## src/rtl/disp_arb_pkg.sv

```systemverilog
// ----------------------------------------------------------------------------
// disp_arb_pkg
// Shared types and constants for the two-requester display arbiter.
//   state_t   : arbiter FSM states (IDLE, GRANT, BLANK)
//   NUM_REQ   : number of requesters sharing the display
//   GNT_*     : one-hot grant encodings driven on gnt
// ----------------------------------------------------------------------------
package disp_arb_pkg;

    typedef enum logic [1:0] {
        IDLE  = 2'd0,
        GRANT = 2'd1,
        BLANK = 2'd2
    } state_t;

    localparam int NUM_REQ = 2;

    localparam logic [NUM_REQ-1:0] GNT_NONE = 2'b00;
    localparam logic [NUM_REQ-1:0] GNT0     = 2'b01;
    localparam logic [NUM_REQ-1:0] GNT1     = 2'b10;

    // One-hot grant for a single requester index.
    function automatic logic [NUM_REQ-1:0] gnt_for(input logic idx);
        return idx ? GNT1 : GNT0;
    endfunction

endpackage

```

## src/rtl/display_arbiter_timer.sv

```systemverilog
// ----------------------------------------------------------------------------
// arb_timer
// Loadable down-counter with a zero flag. Load wins over decrement; the
// decrement saturates at zero.
// Ports:
//   clk      : clock, rising edge
//   reset    : asynchronous, active-low reset (count cleared to 0)
//   load     : load load_val this cycle
//   load_val : value loaded into the counter
//   dec      : decrement by one when nonzero
//   zero     : high while the count is zero
// ----------------------------------------------------------------------------
module arb_timer #(
    parameter int WIDTH = 16
) (
    input  logic             clk,
    input  logic             reset,
    input  logic             load,
    input  logic [WIDTH-1:0] load_val,
    input  logic             dec,
    output logic             zero
);

    logic [WIDTH-1:0] count;

    always_ff @(posedge clk or negedge reset) begin
        if (!reset) begin
            count <= '0;
        end else if (load) begin
            count <= load_val;
        end else if (dec && (count != '0)) begin
            count <= count - WIDTH'(1);
        end
    end

    assign zero = (count == '0);

endmodule

```

## src/rtl/display_arbiter.sv

```systemverilog
// ----------------------------------------------------------------------------
// display_arbiter
// Shares one display controller between two requesters. A grant is held for
// at least DWELL cycles; switching between requesters inserts BLANK_CYC
// cycles of BLANK_VAL so the two images never abut on the display.
// Round-robin: the requester not granted most recently has priority.
//
// Parameters:
//   DWELL     : minimum grant length in cycles (2..65535)
//   BLANK_CYC : blanking length between different grants (1..255)
//   BLANK_VAL : seg value while idle or blanking
// Ports:
//   clk      : clock, rising edge
//   reset    : asynchronous, active-low reset
//   req      : per-requester level request
//   data0/1  : eight hex digits from requester 0 / 1
//   lock     : (only with DISP_ARB_LOCK_EN) hold grant past dwell expiry
//   gnt      : registered one-hot or zero grant
//   seg      : registered value for the display controller seg input
//   busy     : high in GRANT or BLANK
//   switched : one-cycle pulse on the first cycle of each new grant
//
// Build option: define DISP_ARB_LOCK_EN to add the lock input.
// ----------------------------------------------------------------------------
module display_arbiter
    import disp_arb_pkg::*;
#(
    parameter int          DWELL     = 1024,
    parameter int          BLANK_CYC = 4,
    parameter logic [31:0] BLANK_VAL = 32'h0000_0000
) (
    input  logic               clk,
    input  logic               reset,
    input  logic [NUM_REQ-1:0] req,
    input  logic [31:0]        data0,
    input  logic [31:0]        data1,
`ifdef DISP_ARB_LOCK_EN
    input  logic               lock,
`endif
    output logic [NUM_REQ-1:0] gnt,
    output logic [31:0]        seg,
    output logic               busy,
    output logic               switched
);

    localparam logic [15:0] DWELL_LOAD = 16'(DWELL - 1);
    localparam logic [7:0]  BLANK_LOAD = 8'(BLANK_CYC - 1);

    state_t state, next_state;

    // owner: requester currently granted, or (in BLANK) the one just released
    logic owner, next_owner;
    logic prio_ptr, next_prio;
    logic other;
    logic idle_winner;
    logic lock_hold;

    logic dwell_zero, dwell_load, dwell_dec;
    logic blank_zero, blank_load, blank_dec;

    logic [NUM_REQ-1:0] gnt_d;
    logic [31:0]        seg_d;
    logic               busy_d;
    logic               switched_d;

`ifdef DISP_ARB_LOCK_EN
    assign lock_hold = lock;
`else
    assign lock_hold = 1'b0;
`endif

    assign other       = ~owner;
    assign idle_winner = req[prio_ptr] ? prio_ptr : ~prio_ptr;

    arb_timer #(.WIDTH(16)) u_dwell (
        .clk      (clk),
        .reset    (reset),
        .load     (dwell_load),
        .load_val (DWELL_LOAD),
        .dec      (dwell_dec),
        .zero     (dwell_zero)
    );

    arb_timer #(.WIDTH(8)) u_blank (
        .clk      (clk),
        .reset    (reset),
        .load     (blank_load),
        .load_val (BLANK_LOAD),
        .dec      (blank_dec),
        .zero     (blank_zero)
    );

    always_ff @(posedge clk or negedge reset) begin
        if (!reset) begin
            state    <= IDLE;
            owner    <= 1'b0;
            prio_ptr <= 1'b0;
            gnt      <= GNT_NONE;
            seg      <= BLANK_VAL;
            busy     <= 1'b0;
            switched <= 1'b0;
        end else begin
            state    <= next_state;
            owner    <= next_owner;
            prio_ptr <= next_prio;
            gnt      <= gnt_d;
            seg      <= seg_d;
            busy     <= busy_d;
            switched <= switched_d;
        end
    end

    always_comb begin
        next_state = state;
        next_owner = owner;

        case (state)
            IDLE: begin
                if (req != GNT_NONE) begin
                    next_state = GRANT;
                    next_owner = idle_winner;
                end
            end
            GRANT: begin
                if (!req[owner]) begin
                    next_state = req[other] ? BLANK : IDLE;
                end else if (dwell_zero && req[other] && !lock_hold) begin
                    next_state = BLANK;
                end
            end
            BLANK: begin
                // BLANK always runs to completion; requests are only looked
                // at once the blank counter has expired.
                if (blank_zero) begin
                    if (req[other]) begin
                        next_state = GRANT;
                        next_owner = other;
                    end else if (req[owner]) begin
                        next_state = GRANT;
                    end else begin
                        next_state = IDLE;
                    end
                end
            end
            default: begin
                next_state = IDLE;
            end
        endcase

        // Outputs are registered from the next state so they line up with
        // the state register. seg only carries data while a grant continues,
        // giving the one-cycle lag and a blank seg on the first BLANK cycle.
        gnt_d      = (next_state == GRANT) ? gnt_for(next_owner) : GNT_NONE;
        seg_d      = ((state == GRANT) && (next_state == GRANT))
                     ? (owner ? data1 : data0) : BLANK_VAL;
        busy_d     = (next_state != IDLE);
        switched_d = (next_state == GRANT) && (state != GRANT);

        next_prio  = prio_ptr;
        if (switched_d) begin
            next_prio = ~next_owner;
        end

        // Reload on grant entry and on every expiry while the grant is kept.
        dwell_load = (next_state == GRANT) && ((state != GRANT) || dwell_zero);
        dwell_dec  = (state == GRANT);
        blank_load = (next_state == BLANK) && (state != BLANK);
        blank_dec  = (state == BLANK);
    end

endmodule

```

## config.mk

```make
export PLATFORM = sky130hd
export DESIGN_NAME = display_arbiter
export DESIGN_NICKNAME = d
export VERILOG_FILES = /design/src/rtl/disp_arb_pkg.sv /design/src/rtl/display_arbiter_timer.sv /design/src/rtl/display_arbiter.sv
export SDC_FILE = /design/constraint.sdc
export NUM_CORES = 1
export LEC_CHECK = 0
export BUFFER_PORTS_ARGS = -buffer_cell sky130_fd_sc_hd__buf_4
export CORE_MARGIN = 3
export CORE_UTILIZATION = 45
export DETAILED_ROUTE_END_ITERATION = 16
export GPL_TIMING_DRIVEN = 1
export PLACE_DENSITY = 0.75
export SLEW_MARGIN = 20
export SYNTH_ARGS = -nofsm -noshare
export SYNTH_HDL_FRONTEND = slang
export SYNTH_SLANG_ARGS = --single-unit
```

## constraint.sdc

```tcl
create_clock -name clk -period 2 [get_ports clk]
set_input_delay 0.3 -clock clk [delete_from_list [all_inputs] [get_ports clk]]
set_output_delay 0.3 -clock clk [all_outputs]
set_load 0.01 [all_outputs]
```

==> flow_metrics.py, run 1 <==
metrics = {
    "grt": {
        "grt_pass1_wl_um": 12400,
        "grt_start_max_net_pins": 34,
        "globalRoute.totalOverflow": 0,
        "global_route.usage.total_pct": 20.8,
        "first_global_vias": 2608,
        "initial_antenna_violation_count": 0,
    },
    "route": {
        "drtIter0Drc": 129,
        "wire_length_per_cell_after_detailed_routing_um": 15.1,
        "drc_errors": 0,
        "postRouteWirelength_um": 7800,
        "final_antenna_net_count": 0,
        "vias_per_cell": 5.26,
        "dr_total_vias": 2711,
        "drt_first_pass_iters": 4,
    },
    "critical_path": {
        "crit_type": "reg2reg",
        "startpoint_type_of_the_worst_setup_path": "register",
        "cp_max_fo": 4,
        "timing.critical_path.required_ns": 2.25,
        "cp.buffers_inverters": 4,
        "timing.critical_path.cells": "inv_2 > ha_1 > nor4b_4 > buf_4 > buf_4 > buf_4 > and4b_1 > nor3_1 > xnor2_1 > a31oi_1",
        "critPathCaptureType": "register",
        "top_family_by_delay_on_critical_path": "simple AND/OR/NAND/NOR gates",
        "timing.critical_path.slowest_cell_delay_ns": 0.39,
        "cpMostUsedCell": "buf_4",
        "crit_path_top_delay_cell": "dfrtp_1",
        "worstPathArrival_ns": 2.19,
    },
    "cts": {
        "clock-sinks": 64,
        "tritoncts": "done",
        "cts_made_buffers": 9,
        "path_clk_slew_ns": 0.08,
        "clock_insertion_delay_worst_skew_ns": 0.34,
        "number_of_h_tree_branching_levels": 3,
        "cts-root-buf": "clkbuf_8",
        "clock_path_buffers": 2,
    },
    "timing": {
        "layout_min_cycle_time_ns": 1.94,
        "timing.max_slew.rel_slack_pct": 64.6,
        "setup_viol_count_final": 0,
        "grt_setup_unrepaired": "yes",
        "max_freq_mhz": 515,
        "final.setup.tns_ns": 0,
        "worstMarginPinSlew_ns": 0.532,
        "hold_viol": 0,
        "finalHoldWorstSlack_ns": 0.200,
        "fin_crit_share_pct": 97.1,
        "postLayoutSetupSlackWorst_ns": 0.0586,
        "finClkSkew_ns": 0.0109,
        "slew_violations": 0,
    },
    "floorplan": {
        "die_w_um": 89.0,
        "core_sq_mm": 0.00653,
        "initial_core_util_pct": 47.5,
        "dieArea_sq_mm": 0.00792,
        "core.rowCount": 29,
        "die_h_um": 89.0,
        "design.portCount": 104,
    },
    "final_layout": {
        "register_area_sq_mm": 0.00160,
        "syn2layout_area_growth_pct": 46.5,
        "multi_input_comb_area_sq_mm": 0.00148,
        "count_of_antenna_diodes_in_the_layout": 0,
        "fillers": 499,
        "final_nets": 506,
        "share_of_layout_cells_above_drive_strength_1_pct": 43.2,
    },
    "yosys": {
        "ys.flop_type": "dfrtp_1",
        "netlist_instances": 286,
        "post_synth_instance_area_sq_mm": 0.00310,
        "synth_top_family_by_area": "simple AND/OR/NAND/NOR gates",
        "synth-async-reset-ratio_pct": 100,
        "synth_area_in_compound_gates_pct": 9.48,
        "post_synth_num_cell_types": 51,
        "yosys-top-cells-area": "dfrtp_1, mux2i_1, nor2_1",
        "yosys_warnings": 0,
        "synth_area_leader": "dfrtp_1",
        "post_synth_fa_ha_maj_area_fraction_pct": 1.61,
        "synth-simple-area-share_pct": 20.7,
        "synth_edf_count": 0,
        "synthesis.nets": 358,
        "seq_area_frac_synth_pct": 51.6,
        "yosys_register_bits": 64,
        "synth_mux_area_share_pct": 11.3,
        "avgSynthCellArea_sq_um": 10.8,
        "synth_xor_area_share_pct": 2.54,
        "netlist.area_leader.share_pct": 51.6,
    },
    "placement": {
        "place_congestion": 0.856,
        "hpwl_um": 5950,
        "buffer_ports.inserted": 103,
        "dpl_worst_slack_ns": -0.0801,
    },
    "power": {
        "sw_frac_of_total_pct": 36.3,
        "power_frac_clock_pct": 19.9,
        "seqPwrFrac_pct": 33.2,
        "power_frac_comb_pct": 47.0,
        "vdd.ir_drop.worst_uv": 622,
        "power.switching_uw": 2100,
        "cellLeakagePower_uw": 0.00232,
        "p_per_area_mw_per_mm2": 1280,
        "internal_power_uw": 3700,
    },
    "min_path": {
        "timing.hold.worst.class": "in2reg",
    },
    "run": {
        "drv.max_cap_violation_count": 0,
    },
    "outcome": {
        "run_status": "complete, no violations",
    },
}
==> through the flow <==
step | area [sq um] | utilization (%) | total power [uW] | std cells
2_1_floorplan | 3110 | - | 3390 | 286
3_3_place_gp | 4230 | 64.8 | 4430 | 495
3_5_place_dp | 4230 | 64.8 | 4510 | 495
4_1_cts | 4490 | 68.7 | 5760 | 513
5_1_grt | 4540 | 69.6 | 6160 | 515
6_report | 4540 | 69.6 | 5800 | 515
==> path summary, 6_finish.rpt <==
| kind | startpoint | depth (start not counted) | slack [ns] | to |
|---|---|---|---|---|
| min | data0[24] | 3 | 0.20 | seg[24]$_DFF_PN0_ |
| max reg2reg | u_dwell.count[0]$_DFFE_PN0P_ | 10 | 0.06 | u_dwell.count[13]$_DFFE_PN0P_ |
| min in group asynchronous | reset | 2 | 0.41 | u_dwell.count[7]$_DFFE_PN0P_ |
| min reg2reg | prio_ptr$_DFFE_PN0P_ | 1 | 0.47 | prio_ptr$_DFFE_PN0P_ |
| max in group asynchronous | reset | 3 | 1.05 | gnt[1]$_DFF_PN0_ |
| max | u_dwell.count[0]$_DFFE_PN0P_ | 10 | 0.06 | u_dwell.count[13]$_DFFE_PN0P_ |
==> state kept, by name, summed over array words and instances (netlist names) <==
| signal | count |
|---|---|
| owner | 1 |
| seg | 32 |
| gnt | 2 |
| state | 2 |
| u_dwell.count | 16 |
| busy | 1 |
| switched | 1 |
| prio_ptr | 1 |
| u_blank.count | 8 |
==> metal layers <==
metal	vias to the layer above	GRT usage, %	wire length, um
li1	1300	-	-
met1	1303	25.8	3220
met2	92	33.6	3820
met3	16	6.36	593
met4	0	9.07	165
met5	-	0	0
==> layout by cell type, fill, tap and decap left out, types with 5 or more instances in the layout <==
cell,n
buf_4,147
dfrtp_1,63
nor2_1,53
mux2i_1,34
nand2_1,14
clkbuf_8,12
nand3_1,8
nor3_1,7
a21oi_1,7
inv_1,5
xor2_1,5
==> cells by family after synthesis <==
group,count (synthesis)
flops,64
mux,35
buf+inv,19
xor+xnor,9
simple gates,114
fa+ha+maj,4
compound gates,41
==> final cells by class <==
| class | count | area share [%] |
|---|---|---|
| Inverter | 7 | 0.606 |
| Clock buffer | 13 | 3.72 |
| Timing Repair Buffer | 149 | 25.0 |
| Sequential cell | 64 | 35.3 |
| Tap cell | 77 | 2.12 |
| Clock inverter | 2 | 0.826 |
| Multi-Input combinational cell | 203 | 32.5 |
==> worst register-to-register path, cell delays in order (launching register included) <==
cell and delay (ns):
dfrtp_1 0.39, inv_2 0.09, ha_1 0.14, nor4b_4 0.26, buf_4 0.17, buf_4 0.10, buf_4 0.11, and4b_1 0.25
nor3_1 0.08, xnor2_1 0.12, a31oi_1 0.16
==> power by group through the flow <==
stage	Clock [uW]	Sequential, uW	Combinational [uW]
finish	1150	1920	2720
CTS	1170	1910	2670
detailed placement	0	1930	2580
floorplan	0	2000	1400
global route	1230	1970	2970
global placement	0	1920	2510
==> synthesized netlist by cell type, types with 2 or more instances <==
cell type  instances
o31ai_1            7
nand2_1           14
nor4_4             3
xor2_1             5
clkbuf_1           4
o21ai_0            5
or2_2              2
buf_1              2
a21o_1             3
nand2b_1           2
nor2_1            53
ha_1               4
nand4_1            2
nor4_1             2
nor3_1             7
a21oi_1            7
nand3_1            8
o21ai_1            2
and2_1             2
buf_2              5
dfrtp_1           64
nor3b_1            2
a31oi_1            4
xnor2_1            4
o21a_1             3
nor4b_4            2
inv_1              6
or3_1              3
and3_1             2
nor2b_1            3
mux2i_1           34
==> what timing repair did <==
item                                    4_1_cts  5_1_grt
buffers inserted                              2        2
endpoints found under the hold margin        26        0
endpoints found under the setup margin       10       48
pin swaps                                     1        3
hold buffers                                  1        0
cloned                                        0        0
gates resized for setup                       2        9
Note: power is estimated with default switching activity, not from simulation.
==> run 2: changes to the inputs <==
- CELL_PAD_IN_SITES_DETAIL_PLACEMENT: default -> 0
- CELL_PAD_IN_SITES_GLOBAL_PLACEMENT: default -> 1
- CORE_UTILIZATION: 45 -> 34
==> run 2 against run 1 <==
  * Routed wire length fell by 2.7%
  * Die area rose by 30%
  * Critical path depth decreased by 2
  * Non-clock buffer count shrank 11
  * Final area is 1.0% higher
  * Fmax rose by 0.98%
  * Utilization shrank 17 points
  * First-iteration DRC count fell by 64%
  * Power up 3.4%
  * Worst hold slack got worse by 0.010 ns
  * Clock skew is 0.0031 ns lower
  * Combinational power decreased by 3%
  * Critical path type unchanged
  * Largest power group unchanged
==> flow_metrics.py, run 2 (synthesis gave the netlist of run 1 again) <==
metrics = {
    "outcome": {
        "run_status": "complete, no violations",
    },
    "final_layout": {
        "count_of_antenna_diodes_in_the_layout": 0,
        "share_of_layout_cells_above_drive_strength_1_pct": 43.5,
        "syn2layout_area_growth_pct": 48.0,
        "final_area_sq_mm": 0.00459,
        "largest_register": "seg",
        "most-common-layout-cells": "buf_4, dfrtp_1, nor2_1",
        "fin_cells": 536,
        "final_nets": 495,
        "reg.largest.list": "seg (32), u_dwell.count (16), u_blank.count (8)",
        "largest_register_ffs": 32,
        "fillers": 796,
        "mostFrequentLayoutCell": "buf_4",
    },
    "min_path": {
        "timing.hold.worst.class": "in2reg",
    },
    "timing": {
        "fin_crit_share_pct": 96.1,
        "slew_violations": 0,
        "finClkSkew_ns": 0.00782,
        "hold_viol": 0,
        "layout_min_cycle_time_ns": 1.92,
        "postLayoutSetupSlackWorst_ns": 0.0775,
        "timing.max_slew.rel_slack_pct": 65.5,
        "grt_setup_unrepaired": "yes",
        "max_freq_mhz": 520,
        "worstMarginPinSlew_ns": 0.517,
        "setup_viol_count_final": 0,
    },
    "floorplan": {
        "die_w_um": 102,
        "initial_core_util_pct": 35.2,
        "core.rowCount": 34,
        "design.portCount": 104,
        "die_h_um": 102,
        "core_sq_mm": 0.00881,
        "dieArea_sq_mm": 0.0103,
    },
    "critical_path": {
        "timing.critical_path.required_ns": 2.28,
        "worstReg2RegStart": "u_blank.count[0]$_DFFE_PN0P_",
        "crit_path_end": "u_blank.count[4]$_DFFE_PN0P_",
        "cp_max_fo": 3,
        "worstReg2RegEnd": "u_blank.count[4]$_DFFE_PN0P_",
        "reg2reg_setup_slack_ns": 0.08,
        "reg2reg_depth": 8,
        "startpoint_type_of_the_worst_setup_path": "register",
        "critPathCaptureType": "register",
        "crit_type": "reg2reg",
        "worstPathArrival_ns": 2.20,
        "crit_start": "u_blank.count[0]$_DFFE_PN0P_",
    },
    "placement": {
        "buffer_ports.inserted": 103,
        "place_congestion": 0.783,
        "hpwl_um": 5770,
        "dpl_cell_area_sq_mm": 0.00423,
        "dpl_worst_slack_ns": -0.0779,
        "place.detailed.instances": 515,
    },
    "cts": {
        "clock_path_buffers": 2,
        "clock_insertion_delay_worst_skew_ns": 0.35,
        "number_of_h_tree_branching_levels": 3,
        "path_clk_slew_ns": 0.07,
        "cts_made_buffers": 9,
        "tritoncts": "done",
        "clock-sinks": 64,
        "cts-root-buf": "clkbuf_8",
    },
    "power": {
        "p_per_area_mw_per_mm2": 1310,
        "cellLeakagePower_uw": 0.00230,
        "vdd.ir_drop.worst_uv": 496,
    },
    "grt": {
        "global_route.peak_usage_layer": "met2",
        "global_route.usage.total_pct": 15.9,
        "grt_pass1_wl_um": 12600,
        "groute.layer.met1.usage_pct": 18.5,
        "first_global_vias": 2614,
        "globalRoute.totalOverflow": 0,
        "grt_start_max_net_pins": 40,
        "globalRouteMet3Util_pct": 6.40,
        "gr-usage-met2_pct": 26.1,
        "initial_antenna_violation_count": 0,
    },
    "route": {
        "drtIter0Drc": 47,
        "wire_length_per_cell_after_detailed_routing_um": 14.2,
        "postRouteWirelength_um": 7590,
        "vias_per_cell": 4.80,
        "drt_first_pass_iters": 4,
        "dr_total_vias": 2575,
        "drc_errors": 0,
        "final_antenna_net_count": 0,
    },
    "run": {
        "drv.max_cap_violation_count": 0,
    },
}
## run 2: changes by cell type in the layout (fill, tap and decap cells not counted), sizes merged
cell    before  now
buf        148  137
clkinv       1    2
inv          6    7
bufinv       1    3
clkbuf      13   10
## run 2: critical path, stage by stage (launching register included)
cell      delay, ns
dfrtp_1        0.35
inv_1          0.06
ha_1           0.19
nor3b_4        0.15
buf_4          0.15
a211oi_4       0.25
nand2_2        0.12
or4_4          0.43
a21oi_2        0.15
## run 2: per-layer routing
metal	part of all wire [%]	wire length [um]
met2	48	3630
met3	8.8	664
met4	1.6	121
met5	0	0
met1	42	3170
## run 2: final cells by class
class | instances | area [sq um] | share of cell area [%]
clock buffer | 10 | 138 | 3.00
tap | 108 | 135 | 2.94
sequential | 64 | 1600 | 34.9
timing repair buffer | 138 | 1080 | 23.5
multi-input combinational | 203 | 1490 | 32.5
clock inverter | 6 | 115 | 2.51
inverter | 7 | 27.5 | 0.600
## run 2: through the flow
stage               hold slack (ns)  power (uW)  util [%]  TNS (ns)
floorplan                   0.00441        3390         -         0
global placement              0.322        4510      48.0         0
detailed placement            0.321        4550      48.0    -0.372
CTS                           0.173        6010      51.4         0
global route                  0.183        6420      52.1    -0.519
finish                        0.190        5990      52.1         0
## run 2: timing repair
action,4_1_cts,5_1_grt
gates resized for setup,4,14
pin swaps,2,5
hold endpoints to repair,38,0
setup endpoints to repair,10,18
setup buffers,3,1
hold buffers,1,0
## run 2: how the worst min path moves through the flow
stage	start	end	depth (start not counted)
after floorplan	reset	busy$_DFF_PN0_	0
after global placement	reset	switched$_DFF_PN0_	1
after detailed placement	reset	u_dwell.count[0]$_DFFE_PN0P_	1
after CTS	data0[17]	seg[17]$_DFF_PN0_	3
after global routing	data0[11]	seg[11]$_DFF_PN0_	3
final	data0[17]	seg[17]$_DFF_PN0_	3
## run 2: power breakdown
group / total [uW] / switching [uW] / internal [uW]
combinational: 2650 / 1300 / 1350
clock: 1400 / 530 / 868
sequential: 1950 / 290 / 1660
total: 5990 / 2120 / 3880
